### config.mk
export PLATFORM = sky130hd
export DESIGN_NAME = req_onehot_arbiter
export DESIGN_NICKNAME = d
export VERILOG_FILES = /design/src/rtl/req_onehot_arbiter.sv
export SDC_FILE = /design/constraint.sdc
export NUM_CORES = 1
export LEC_CHECK = 0
export ABC_AREA = 0
export BUFFER_PORTS_ARGS = -buffer_cell sky130_fd_sc_hd__buf_2
export CELL_PAD_IN_SITES_DETAIL_PLACEMENT = 0
export CELL_PAD_IN_SITES_GLOBAL_PLACEMENT = 1
export CORE_MARGIN = 4
export CORE_UTILIZATION = 50
export DETAILED_ROUTE_END_ITERATION = 10
export PLACE_DENSITY_LB_ADDON = 0.1
export SLEW_MARGIN = 20
export SYNTH_ARGS = -nofsm -noshare
export SYNTH_HDL_FRONTEND = slang
export SYNTH_SLANG_ARGS = --single-unit
export TNS_END_PERCENT = 30
### constraint.sdc
create_clock -name clk -period 5.1 [get_ports clk]
set_input_delay 1.53 -clock clk [delete_from_list [all_inputs] [get_ports clk]]
set_output_delay 1.53 -clock clk [all_outputs]
set_load 0.02 [all_outputs]
### src/rtl/req_onehot_arbiter.sv
// Request front end for the 8x3 encoder: synchronises async request lines,
// latches rising edges as pending events and issues them one at a time, round-robin.
module req_onehot_arbiter #(
  parameter int unsigned N           = 8,
  parameter int unsigned SYNC_STAGES = 2
) (
  input  logic         clk,
  input  logic         rst,
  input  logic [N-1:0] req,
  input  logic         out_ready,
  output logic         out_valid,
  output logic [N-1:0] grant,
  output logic [N-1:0] pending,
  output logic         overflow,
  input  logic         clr_ovf
);

  localparam int unsigned PW = (N > 1) ? $clog2(N) : 1;

  typedef enum logic {
    IDLE  = 1'b0,
    GRANT = 1'b1
  } state_e;

  logic [SYNC_STAGES-1:0][N-1:0] sync_q;
  logic [N-1:0]                  hist_q;
  logic [N-1:0]                  rise_c;

  state_e        state_q, state_d;
  logic          out_valid_q, out_valid_d;
  logic [N-1:0]  grant_q, grant_d;
  logic [N-1:0]  pending_q, pending_d;
  logic          overflow_q, overflow_d;
  logic [PW-1:0] sel_q, sel_d;
  logic [PW-1:0] rr_ptr_q, rr_ptr_d;

  logic          pick_found_c;
  logic [PW-1:0] pick_idx_c;
  logic [N-1:0]  accept_mask_c;
  int unsigned   scan_idx;

  // Synchroniser chain plus one history stage for rising-edge detection
  always_ff @(posedge clk or posedge rst) begin
    if (rst) begin
      sync_q <= '0;
      hist_q <= '0;
    end else begin
      sync_q[0] <= req;
      for (int unsigned i = 1; i < SYNC_STAGES; i++) begin
        sync_q[i] <= sync_q[i-1];
      end
      hist_q <= sync_q[SYNC_STAGES-1];
    end
  end

  assign rise_c = sync_q[SYNC_STAGES-1] & ~hist_q;

  // Round-robin pick: first registered pending bit at or above rr_ptr, wrapping modulo N
  always_comb begin
    pick_found_c = 1'b0;
    pick_idx_c   = '0;
    scan_idx     = 0;
    for (int unsigned off = 0; off < N; off++) begin
      scan_idx = 32'(rr_ptr_q) + off;
      if (scan_idx >= N) begin
        scan_idx = scan_idx - N;
      end
      if (!pick_found_c && pending_q[PW'(scan_idx)]) begin
        pick_found_c = 1'b1;
        pick_idx_c   = PW'(scan_idx);
      end
    end
  end

  always_comb begin
    state_d       = state_q;
    out_valid_d   = out_valid_q;
    grant_d       = grant_q;
    sel_d         = sel_q;
    rr_ptr_d      = rr_ptr_q;
    accept_mask_c = '0;
    case (state_q)
      IDLE: begin
        out_valid_d = 1'b0;
        grant_d     = '0;
        if (pick_found_c) begin
          sel_d       = pick_idx_c;
          grant_d     = N'(1) << pick_idx_c;
          out_valid_d = 1'b1;
          state_d     = GRANT;
        end
      end
      GRANT: begin
        if (out_valid_q && out_ready) begin
          accept_mask_c = grant_q;
          rr_ptr_d      = (sel_q == PW'(N - 1)) ? '0 : sel_q + PW'(1);
          out_valid_d   = 1'b0;
          grant_d       = '0;
          state_d       = IDLE;
        end
      end
      default: begin
        out_valid_d = 1'b0;
        grant_d     = '0;
        state_d     = IDLE;
      end
    endcase
  end

  // New edges win over a same-cycle accept and over a same-cycle overflow clear
  always_comb begin
    pending_d  = (pending_q & ~accept_mask_c) | rise_c;
    overflow_d = (overflow_q & ~clr_ovf) | (|(rise_c & pending_q & ~accept_mask_c));
  end

  always_ff @(posedge clk or posedge rst) begin
    if (rst) begin
      state_q     <= IDLE;
      out_valid_q <= 1'b0;
      grant_q     <= '0;
      pending_q   <= '0;
      overflow_q  <= 1'b0;
      sel_q       <= '0;
      rr_ptr_q    <= '0;
    end else begin
      state_q     <= state_d;
      out_valid_q <= out_valid_d;
      grant_q     <= grant_d;
      pending_q   <= pending_d;
      overflow_q  <= overflow_d;
      sel_q       <= sel_d;
      rr_ptr_q    <= rr_ptr_d;
    end
  end

  assign out_valid = out_valid_q;
  assign grant     = grant_q;
  assign pending   = pending_q;
  assign overflow  = overflow_q;

endmodule

==> flow_metrics.tcl, run 1 <==
set metrics [dict create \
    status "finished clean" \
    synth_nets 260 \
    cellPowerDensity_nw_per_um2 543.6 \
    grt_max_degree 50 \
    fin_nets 288 \
    multi_input_area_um2 1345 \
    cap_violations 0 \
    utilization 0.5704 \
    cts.sinks 49 \
    slew_headroom 0.4541 \
    first_pass_iters 4 \
    ys.flop_type "dfrtp_1" \
    finalWorstSetupSlack_ns 0.8786 \
    arrival_ns 4.47 \
    die_area_um2 6656 \
    fmax_ghz 0.2369 \
    dp_slack_ns 0.9458 \
    rows 26 \
    hold_class "flip-flop to flip-flop" \
    initial_core_util 0.5235 \
    synth.avg_cell_area_um2 11.10 \
    antenna_cells 0 \
    synthesis.area_um2 2708 \
    ys_seq_area_frac 0.4529 \
    cts_tree "yes" \
    rsz0062_at_grt "no" \
    portBuffers 29 \
    worstSkewPairLatency_ns 0.30 \
    antenna_found_initial 0 \
    synth-seq-cells 49 \
    grtUsageTotal 0.1956 \
    fp.dieW_um 81.59 \
    synth_edf_count 0 \
    postPlaceCellArea_um2 2875 \
    p_leak_nw 1.333 \
    numCtsBuffers 5 \
    h-tree-depth 2 \
    synthArstFlopShare 1.000 \
    drc_errors 0 \
    setup_violations 0 \
    num_io_pins 30 \
    viasPerCell 5.845 \
    regArea_um2 1226 \
    crit_path_end_kind "flip-flop" \
    postCtsSetupBuffers 0 \
    final_cell_mix "dfrtp_1 (49), nand2_1 (39), buf_2 (29)" \
    final_common_cell "dfrtp_1" \
    drt_iter0_markers 83 \
    dp_hpwl_um 4302 \
    syn2layout_area_growth_pct 8.965 \
    grt_pass1_wl_um 9722 \
    ctsHoldBuffers 0 \
    yosysWarnings 0 \
    hold_viol_final 0 \
    setup_tns_ns 0 \
    path_max_fanout 16 \
    cts-resized-gates 0 \
    fin_worst_skew_ns 0.01985 \
    peakVddDrop_mv 0.2509 \
    fillers 464 \
    syn_inst 244 \
    drt_wl_total_um 5971 \
    power_mw 1.604 \
    finalMaxSlewViolations 0 \
    wl_per_cell_um 17.51 \
    tightest_slew_ns 0.8179 \
    core_um2 5172 \
    fin_area_um2 2950 \
    start_kind "flip-flop" \
    cts.clk_slew.worst_paths_ns 0.09 \
    drive_gt1_frac 0.2399 \
    cts_root_buffer "clkbuf_8" \
    grt.overflow.total 0 \
    gp_congestion 0.8740 \
    synth_cell_types 56 \
    die_h_um 81.59 \
    critPathKind "flip-flop to flip-flop" \
    dr_total_vias 1993 \
    cp_data_required_time_ns 5.35 \
    min_period_ns 4.221 \
    cts.path.max_buffers 2 \
    grt_pass1_vias 1930 \
    antenna_left 0 \
    fin_crit_sh 0.8277 \
]
==> metal layers <==
layer	GRT usage	vias up	routed length, um
li1	-	949	-
met4	0.07309	0	115
met5	0	-	0
met2	0.3225	40	2951
met1	0.2603	991	2725
met3	0.03289	13	179
==> metrics by stage <==
| step | std cells | hold slack, ns |
|---|---|---|
| final | 341 | 0.3458 |
| after global routing | 341 | 0.3634 |
| after CTS | 341 | 0.3544 |
| after detailed placement | 335 | 0.3378 |
| after global placement | 335 | 0.3327 |
| after floorplan | 244 | 0.3312 |
==> worst max-delay path, cell delays in order, from the launching register on <==
cell,delay (ns)
dfrtp_1,0.68
clkinv_1,0.41
ha_1,0.77
mux4_1,0.62
mux2i_1,0.23
a32oi_2,0.11
nor3_4,0.34
nor3b_4,0.31
nand2b_2,0.10
o22ai_1,0.36
a32o_1,0.24
==> cells by family (layout without fill, tap and decap cells) <==
logic type	Yosys count	count (layout)	synth area share
AO/OA/AOI/OAI	56	56	0.1557
XOR/XNOR	2	2	0.006471
adder cells (fa/ha/maj)	4	4	0.01849
buffers and inverters	26	53	0.05037
flip-flops	49	49	0.4529
multiplexers	32	32	0.1811
AND/OR/NAND/NOR	75	75	0.1349
==> final cells by class <==
| type | count | area share |
|---|---|---|
| clock buffer | 5 | 0.02332 |
| sequential | 49 | 0.4156 |
| tap | 70 | 0.02969 |
| clock inverter | 1 | 0.001696 |
| inverter | 17 | 0.02205 |
| timing repair buffer | 30 | 0.05174 |
| multi-input combinational | 169 | 0.4559 |
==> Yosys cell counts, types with 3 or more instances <==
cell / number / area share
dfrtp_1: 49 / 0.45
nand2_1: 39 / 0.054
inv_1: 16 / 0.022
o21ai_0: 16 / 0.030
mux2i_1: 13 / 0.048
nor2_1: 9 / 0.012
nor3_1: 8 / 0.015
mux2_2: 6 / 0.025
mux4_1: 6 / 0.058
nand2b_1: 6 / 0.014
a21oi_1: 5 / 0.0092
a32o_1: 4 / 0.015
ha_1: 4 / 0.018
mux4_2: 4 / 0.033
a32oi_1: 3 / 0.0097
buf_6: 3 / 0.012
clkbuf_1: 3 / 0.0042
mux2_4: 3 / 0.017
o211ai_1: 3 / 0.0083
o22ai_1: 3 / 0.0069
==> sequential cells by signal, summed over array words and instances (netlist names) <==
register   count
sel_q          3
overflow       1
grant          8
sync_q        16
state_q        1
hist_q         8
rr_ptr_q       3
pending        8
out_valid      1
==> where the power goes <==
group          leakage [nW]  internal, mW  switching, mW
combinational         0.726         0.343          0.469
sequential            0.567         0.461          0.120
clock                0.0399        0.0905          0.119
==> worst paths after layout <==
path / startpoint / to / slack, ns / cells past startpoint
max reg2reg: rr_ptr_q[1]$_DFFE_PP0P_ / grant[2]$_DFFE_PP0P_ / 0.88 / 10
max: rr_ptr_q[1]$_DFFE_PP0P_ / grant[2]$_DFFE_PP0P_ / 0.88 / 10
min in group asynchronous: rst / grant[6]$_DFFE_PP0P_ / 1.35 / 2
min: sync_q[7]$_DFF_PP0_ / sync_q[15]$_DFF_PP0_ / 0.35 / 0
max in group asynchronous: rst / sync_q[9]$_DFF_PP0_ / 3.24 / 2
min reg2reg: sync_q[7]$_DFF_PP0_ / sync_q[15]$_DFF_PP0_ / 0.35 / 0
Power figures use the tool's default switching activity.
==> run 2, diff against run 1 <==
Settings changed: CORE_UTILIZATION 50 to 46.
Clock period 5.1 ns to 3.9 ns, I/O delays scaled along.
==> flow_metrics.tcl, run 2 (synthesized netlist as in run 1, its figures left out) <==
set metrics [dict create \
    setup_tns_ns 0 \
    cp_cell_sequence "inv_1 -> ha_1 -> buf_4 -> mux2i_1 -> mux4_2 -> a32oi_2 -> nor3_4 -> a211o_2 -> o21ai_1 -> nor2_1 -> a32o_1" \
    hold_viol_final 0 \
    fin_nets 291 \
    die_h_um 84.72 \
    syn2layout_area_growth_pct 11.14 \
    die_area_um2 7177 \
    grt_pass1_vias 1960 \
    hold_depth 0 \
    antenna_found_initial 0 \
    reg2reg_slack_ns 0.74 \
    cp.buffers_inverters 2 \
    antenna_left 0 \
    drive_gt1_frac 0.2509 \
    postPlaceCellArea_um2 2900 \
    portBuffers 29 \
    worstSkewPairLatency_ns 0.30 \
    drt_wl_total_um 5874 \
    slew_headroom 0.4632 \
    crit_path_end_kind "flip-flop" \
    stdcell_count 347 \
    regMostFlops "sync_q" \
    arrival_ns 3.35 \
    power_mw 2.200 \
    finalWorstSetupSlack_ns 0.7407 \
    dp_slack_ns 0.6819 \
    core_um2 5608 \
    cts.sinks 49 \
    fp.dieW_um 84.72 \
    setup_violations 0 \
    drt_iter0_markers 137 \
    cap_violations 0 \
    cts-resized-gates 0 \
    postCtsSetupBuffers 0 \
    r2r_start "rr_ptr_q[0]$_DFFE_PP0P_" \
    worst_path_largest_cell_delay_ns 0.50 \
    ctsHoldBuffers 0 \
    finalMaxSlewViolations 0 \
    status "finished clean" \
    grt_max_degree 50 \
    initial_core_util 0.4828 \
    fin_area_um2 3009 \
    dp_hpwl_um 4425 \
    start_kind "flip-flop" \
    fillers 528 \
    grtUsageTotal 0.1737 \
    cp-startpoint "rr_ptr_q[0]$_DFFE_PP0P_" \
    h-tree-depth 2 \
    dp.cells 340 \
    drc_errors 0 \
    cts_root_buffer "clkbuf_8" \
    dr_total_vias 1970 \
    gp_congestion 0.8353 \
    cellPowerDensity_nw_per_um2 731.1 \
    cp_data_required_time_ns 4.09 \
    peakVddDrop_mv 0.3516 \
    grt.overflow.total 0 \
    crit_cells 11 \
    viasPerCell 5.677 \
    p_leak_nw 1.363 \
    first_pass_iters 4 \
    min_period_ns 3.159 \
    final_common_cell "dfrtp_1" \
    path_max_fanout 12 \
    cts.clk_slew.worst_paths_ns 0.09 \
    reg2regPathDepth 11 \
    numCtsBuffers 5 \
    critPathKind "flip-flop to flip-flop" \
    rsz0062_at_grt "no" \
    rows 27 \
    grt_pass1_wl_um 9936 \
    final_cell_mix "dfrtp_1 (49), nand2_1 (39), buf_2 (29)" \
    critPathCapture "grant[0]$_DFFE_PP0P_" \
    fmax_ghz 0.3165 \
    largest_reg_flops 16 \
    hold_class "flip-flop to flip-flop" \
    critPathSlowestCell "mux4_2" \
    reg2reg_to "grant[0]$_DFFE_PP0P_" \
    fin_worst_skew_ns 0.006352 \
    cts.path.max_buffers 2 \
    crit_family "compound AO/OA/AOI/OAI gates" \
    antenna_cells 0 \
    fin_crit_sh 0.8101 \
    cts_tree "yes" \
    num_io_pins 30 \
    tightest_slew_ns 0.8042 \
    wl_per_cell_um 16.93 \
]
==> run 2: area by class of cell <==
cell class	instances	area [um2]	share of cell area
Timing Repair Buffer	33	175.2	0.05821
Clock inverter	2	38.79	0.01289
Sequential cell	49	1226	0.4075
Multi-Input combinational cell	169	1345	0.4470
Clock buffer	5	68.82	0.02287
Tap cell	72	90.09	0.02994
Inverter	17	65.06	0.02162
==> run 2: power breakdown <==
part	internal (mW)	switching (mW)
sequential	0.604	0.143
clock	0.190	0.166
combinational	0.467	0.629
total	1.26	0.939
==> run 2: worst min path at each step <==
stage                              startpoint              endpoint  slack (ns)
after floorplan           sync_q[2]$_DFF_PP0_  sync_q[10]$_DFF_PP0_        0.33
after global placement    sync_q[2]$_DFF_PP0_  sync_q[10]$_DFF_PP0_        0.33
after detailed placement  sync_q[2]$_DFF_PP0_  sync_q[10]$_DFF_PP0_        0.34
after CTS                 sync_q[2]$_DFF_PP0_  sync_q[10]$_DFF_PP0_        0.36
after global routing      sync_q[4]$_DFF_PP0_  sync_q[12]$_DFF_PP0_        0.37
final                     sync_q[2]$_DFF_PP0_  sync_q[10]$_DFF_PP0_        0.35
==> run 2: routing by layer <==
| layer | share of wire | track usage | vias to the layer above |
|---|---|---|---|
| met4 | 0.016 | 0.04604 | 0 |
| met3 | 0.052 | 0.03533 | 8 |
| li1 | - | - | 954 |
| met5 | 0 | 0 | - |
| met2 | 0.49 | 0.2918 | 40 |
| met1 | 0.44 | 0.2297 | 968 |
==> run 2: metrics by stage <==
step | hold WS (ns) | utilization
after floorplan | 0.3312 | -
after global placement | 0.3321 | 0.5172
after detailed placement | 0.3364 | 0.5172
after CTS | 0.3588 | 0.5364
after global routing | 0.3692 | 0.5366
final | 0.3549 | 0.5366
==> run 2: worst reg2reg max path, stage by stage, from the launching register on <==
cell and delay (ns):
dfrtp_1 0.40, inv_1 0.17, ha_1 0.31, buf_4 0.21, mux2i_1 0.13, mux4_2 0.50
a32oi_2 0.30, nor3_4 0.10, a211o_2 0.29, o21ai_1 0.23, nor2_1 0.14, a32o_1 0.28
